[config.mk]
export PLATFORM = sky130hd
export DESIGN_NAME = pipe_ctrl
export DESIGN_NICKNAME = d
export VERILOG_FILES = /design/src/rtl/pipe_ctrl.sv
export SDC_FILE = /design/constraint.sdc
export NUM_CORES = 1
export LEC_CHECK = 0
export CORE_AREA = 2 2 126 91
export CTS_BUF_LIST = sky130_fd_sc_hd__clkbuf_4
export CTS_CLUSTER_DIAMETER = 30
export DETAILED_ROUTE_END_ITERATION = 16
export DIE_AREA = 0 0 128 93
export PLACE_DENSITY = 0.82
export SLEW_MARGIN = 0
export SYNTH_ARGS = -nofsm -noshare
export SYNTH_HDL_FRONTEND = slang
export SYNTH_SLANG_ARGS = --single-unit
[constraint.sdc]
create_clock -name clk -period 2.62 [get_ports clk]
set_input_delay 0.262 -clock clk [delete_from_list [all_inputs] [get_ports clk]]
set_output_delay 0.262 -clock clk [all_outputs]
set_load 0.005 [all_outputs]
[src/rtl/pipe_ctrl.sv]
// Pipeline hold/flush controller: prefix stall mask, multi-cycle flush sequencer
// with redirect PC, stall watchdog and saturating stall/flush counters.
module pipe_ctrl #(
   parameter int NSTAGE     = 6,
   parameter int PC_W       = 32,
   parameter int FLUSH_LEN  = 1,
   parameter int CNT_W      = 32,
   parameter int WDOG_LIMIT = 1024
) (
   input  logic              clk,
   input  logic              rst,
   input  logic [NSTAGE-1:0] stallreq,
   input  logic              flush_req,
   input  logic [PC_W-1:0]   flush_pc,
   input  logic              cnt_clr,
   output logic [NSTAGE-1:0] stall,
   output logic              flush,
   output logic [PC_W-1:0]   new_pc,
   output logic              busy,
   output logic              stall_timeout,
   output logic [CNT_W-1:0]  stall_cycles,
   output logic [CNT_W-1:0]  flush_count
);

   localparam int  REM_W   = (FLUSH_LEN > 1) ? $clog2(FLUSH_LEN + 1) : 1;
   localparam int  RUN_W   = (WDOG_LIMIT > 1) ? $clog2(WDOG_LIMIT + 1) : 1;
   localparam bit  WDOG_EN = (WDOG_LIMIT > 0);
   localparam logic [RUN_W-1:0] RUN_LIM = RUN_W'(WDOG_LIMIT);

   typedef enum logic {S_IDLE, S_FLUSH} state_t;

   state_t            state_q, state_d;
   logic [REM_W-1:0]  rem_q, rem_d;
   logic [PC_W-1:0]   pc_q, pc_d;
   logic [CNT_W-1:0]  stall_cyc_q, stall_cyc_d;
   logic [CNT_W-1:0]  flush_cnt_q, flush_cnt_d;
   logic [RUN_W-1:0]  run_q, run_d;
   logic              tmo_q, tmo_d;
   logic [NSTAGE-1:0] mask;
   logic              accept;

   function automatic logic [CNT_W-1:0] sat_inc(input logic [CNT_W-1:0] v);
      return (&v) ? v : v + CNT_W'(1);
   endfunction

   // Highest requesting stage holds itself and everything upstream of it.
   always_comb begin
      logic acc;
      acc  = 1'b0;
      mask = '0;
      for (int j = NSTAGE - 1; j >= 0; j--) begin
         acc     = acc | stallreq[j];
         mask[j] = acc;
      end
   end

   assign accept = (state_q == S_IDLE) && flush_req;

   always_comb begin
      if (rst || (state_q == S_FLUSH) || accept)
         stall = '0;
      else
         stall = mask;
   end

   // FSM state register
   always_ff @(posedge clk) begin
      if (rst) begin
         state_q <= S_IDLE;
         rem_q   <= '0;
         pc_q    <= '0;
      end else begin
         state_q <= state_d;
         rem_q   <= rem_d;
         pc_q    <= pc_d;
      end
   end

   // FSM next state
   always_comb begin
      state_d = state_q;
      rem_d   = rem_q;
      pc_d    = pc_q;
      case (state_q)
         S_IDLE: begin
            if (flush_req) begin
               state_d = S_FLUSH;
               rem_d   = REM_W'(FLUSH_LEN);
               pc_d    = flush_pc;
            end
         end
         S_FLUSH: begin
            rem_d = rem_q - REM_W'(1);
            if (rem_q <= REM_W'(1))
               state_d = S_IDLE;
         end
         default: state_d = S_IDLE;
      endcase
   end

   // FSM outputs
   always_comb begin
      flush  = (state_q == S_FLUSH);
      busy   = (state_q == S_FLUSH);
      new_pc = pc_q;
   end

   // Counters and watchdog; clear takes priority over any increment or set.
   always_comb begin
      stall_cyc_d = stall_cyc_q;
      flush_cnt_d = flush_cnt_q;
      run_d       = run_q;
      tmo_d       = tmo_q;
      if (cnt_clr) begin
         stall_cyc_d = '0;
         flush_cnt_d = '0;
         run_d       = '0;
         tmo_d       = 1'b0;
      end else begin
         if (stall[0])
            stall_cyc_d = sat_inc(stall_cyc_q);
         if (accept)
            flush_cnt_d = sat_inc(flush_cnt_q);
         if (!WDOG_EN || !stall[0])
            run_d = '0;
         else if (run_q != RUN_LIM)
            run_d = run_q + RUN_W'(1);
         if (WDOG_EN && stall[0] && (run_d == RUN_LIM))
            tmo_d = 1'b1;
      end
   end

   always_ff @(posedge clk) begin
      if (rst) begin
         stall_cyc_q <= '0;
         flush_cnt_q <= '0;
         run_q       <= '0;
         tmo_q       <= 1'b0;
      end else begin
         stall_cyc_q <= stall_cyc_d;
         flush_cnt_q <= flush_cnt_d;
         run_q       <= run_d;
         tmo_q       <= tmo_d;
      end
   end

   assign stall_cycles  = stall_cyc_q;
   assign flush_count   = flush_cnt_q;
   assign stall_timeout = tmo_q;

endmodule

==> impl_metrics.env <==
export IMPL_status="completed"
export IMPL_rows=32
export IMPL_port_buffers=146
export IMPL_yosysSeqAreaShare=0.4178
export IMPL_vias_per_cell=5.771
export IMPL_yosysTopAreaCellShare=0.4178
export IMPL_final_common_cell="clkdlybuf4s50_1"
export IMPL_cts_tree="built"
export IMPL_layout_drive_gt1_share=0.06625
export IMPL_grt_util_all_layers=0.2420
export IMPL_slew_headroom=0.5413
export IMPL_placed_cell_area_sq_um=6872
export IMPL_clock_sinks=109
export IMPL_p_leak_nw=2.246
export IMPL_ant_nets=0
export IMPL_slew_violations=0
export IMPL_critPathMaxFanout=7
export IMPL_p_sw_frac=0.2657
export IMPL_drt_wirelength_per_cell_um=15.55
export IMPL_n_fill_cell=914
export IMPL_area_delta_synth_final_pct=34.09
export IMPL_diodes=0
export IMPL_design_area_sq_um=7003
export IMPL_regToRegStartpoint="stall_cycles[5]$_SDFFE_PP0P_"
export IMPL_grt_pass1_vias=4910
export IMPL_dp_cells=920
export IMPL_cts_resized=0
export IMPL_layout_common_cells="clkdlybuf4s50_1, dfxtp_1, nand2_1"
export IMPL_p_clk_frac=0.293
export IMPL_root_buffer="clkbuf_4"
export IMPL_maxCapViolCount=0
export IMPL_p_total_mw=2.817
export IMPL_synth_area_sq_um=5223
export IMPL_critPathLaunchType="flip-flop"
export IMPL_tns_ns=0
export IMPL_worstReg2RegEnd="stall_cycles[27]$_SDFFE_PP0P_"
export IMPL_dpl_hpwl_mm=10.79
export IMPL_cts_buffer_depth=2
export IMPL_synthTopCellsByArea="dfxtp_1, nand2_1, a21oi_1"
export IMPL_antenna_found_initial=0
export IMPL_syn_nets=699
export IMPL_fin_hold_ws_ns=0.3163
export IMPL_post_route_util=0.6526
export IMPL_ioPinCount=147
export IMPL_hold_path_depth=3
export IMPL_grt_max_degree=42
export IMPL_pre_cts_ws_ns=-0.1084
export IMPL_rsz0062_at_grt="no"
export IMPL_yosysUniqueCellTypes=57
export IMPL_cp_data_arrival_time_ns=2.90
export IMPL_fp_coreArea_sq_um=10730
export IMPL_post_cts_setup_buffer_count=0
export IMPL_cp_end_kind="flip-flop"
export IMPL_clk_pin_slew_worst_paths_ns=0.18
export IMPL_crit_end="stall_cycles[27]$_SDFFE_PP0P_"
export IMPL_power_per_cell_area_nw_per_um2=402.2
export IMPL_die_area_sq_um=11900
export IMPL_final_nets=841
export IMPL_netlist_instances=653
export IMPL_globalplace_congestion=0.9449
export IMPL_path_class="reg2reg"
export IMPL_ir_drop_mv=0.2656
export IMPL_synth_edff_count=0
export IMPL_die_w_um=128
export IMPL_internal_power_mw=2.068
export IMPL_clk_insertion_delay_late_ns=0.46
export IMPL_setup_ws_ns=0.1216
export IMPL_htreeDepth=3
export IMPL_synth_avg_cell_area_sq_um=7.998
export IMPL_async_flop_share=0
export IMPL_drc=0
export IMPL_p_seq_frac=0.607
export IMPL_rrSetupSlack_ns=0.12
export IMPL_tightest_slew_ns=0.6827
export IMPL_grt_pass1_wl_mm=23.65
export IMPL_cts_hold_buffers=0
export IMPL_hold_viol_final=0
export IMPL_fin_skew_ns=0.02633
export IMPL_cts_made_buffers=9
export IMPL_min_path_type="in2reg"
export IMPL_finalSetupViolCount=0
export IMPL_die_h_um=93
export IMPL_grt_overflow_total=0
export IMPL_vias=5402
export IMPL_start_util=0.4867
export IMPL_dr_pass1_iters=5
export IMPL_drtIter0Drc=299
export IMPL_instances_no_fill=936
export IMPL_reg2reg_depth=5
export IMPL_comb_power_share=0.100
export IMPL_ys_flop_type="dfxtp_1"
export IMPL_yosys_warnings=0
export IMPL_post_route_min_period_ns=2.498
export IMPL_worstSetupStartpoint="stall_cycles[5]$_SDFFE_PP0P_"
export IMPL_period_share=0.9536
export IMPL_crit_required_ns=3.02
export IMPL_switchingPower_mw=0.7485
export IMPL_max_freq_mhz=400.3
export IMPL_synth_seq_cells=109
export IMPL_synth_top_area_cell="dfxtp_1"
export IMPL_finalWirelength_mm=14.56
[area by class of cell]
type | count | area [sq um] | share of cell area
clock buffers | 9 | 67.56 | 0.009648
well taps | 136 | 170.2 | 0.02430
flip-flops and latches | 109 | 2182 | 0.3116
multi-input cells | 493 | 2836 | 0.4050
repair buffers | 169 | 1634 | 0.2333
inverters | 13 | 48.80 | 0.006968
clock inverters | 7 | 63.81 | 0.009112
[state kept, by name, summed over array words and instances (netlist names)]
name and cells:
busy 1, flush_count 32, new_pc 32, run_q 11
stall_cycles 32, stall_timeout 1
[power groups by stage]
stage,clock network [mW],registers [mW],logic (mW)
6_report,0.826,1.71,0.282
5_1_grt,0.917,1.71,0.309
3_3_place_gp,0,1.74,0.277
2_1_floorplan,0,1.75,0.102
4_1_cts,0.854,1.71,0.284
3_5_place_dp,0,1.74,0.282
[critical path, cell delays in order, from the launching register on]
cell	delay, ns
dfxtp_1	0.47
nand4_2	0.16
or4_4	0.58
nor4_1	0.58
or4b_1	0.50
a21oi_1	0.16
[worst min-delay path by stage]
| stage | endpoint | slack [ns] | from |
|---|---|---|---|
| after floorplan | new_pc[0]$_SDFFE_PP0P_ | 0.40 | flush_pc[0] |
| after global placement | new_pc[20]$_SDFFE_PP0P_ | 0.44 | new_pc[20]$_SDFFE_PP0P_ |
| after detailed placement | new_pc[31]$_SDFFE_PP0P_ | 0.45 | new_pc[31]$_SDFFE_PP0P_ |
| after CTS | new_pc[29]$_SDFFE_PP0P_ | 0.28 | flush_pc[29] |
| after global routing | new_pc[10]$_SDFFE_PP0P_ | 0.29 | flush_pc[10] |
| final | new_pc[11]$_SDFFE_PP0P_ | 0.32 | flush_pc[11] |
[synth_stat cells (all sizes together), types with 4 or more instances]
| cell | instances |
|---|---|
| xor2 | 4 |
| nor4 | 14 |
| nor3 | 18 |
| inv | 13 |
| o21ai | 17 |
| buf | 5 |
| xnor2 | 31 |
| or3 | 25 |
| or4 | 14 |
| a211oi | 10 |
| nand3 | 30 |
| and4 | 13 |
| o211ai | 6 |
| ha | 4 |
| nand2 | 102 |
| nor2 | 60 |
| o31ai | 7 |
| and3 | 6 |
| mux2i | 7 |
| clkbuf | 32 |
| nand4 | 26 |
| a21oi | 60 |
| dfxtp | 109 |
[metal layers]
metal  global-route usage  share of wire
met1               0.3191           0.42
met2               0.3948           0.47
met3              0.06465          0.087
met4              0.06319          0.014
met5                    0              0
[kinds of logic (layout without fill, tap and decap cells)]
logic type | after synthesis | count (layout) | share of synthesized area
flip-flops | 109 | 109 | 0.4178
buffers and inverters | 51 | 198 | 0.03953
AO/OA/AOI/OAI | 123 | 123 | 0.1457
multiplexers | 7 | 7 | 0.01342
XOR/XNOR | 35 | 35 | 0.05870
adder cells (fa/ha/maj) | 4 | 4 | 0.009584
AND/OR/NAND/NOR | 324 | 324 | 0.3153
Note: power is estimated with default switching activity, not from simulation.
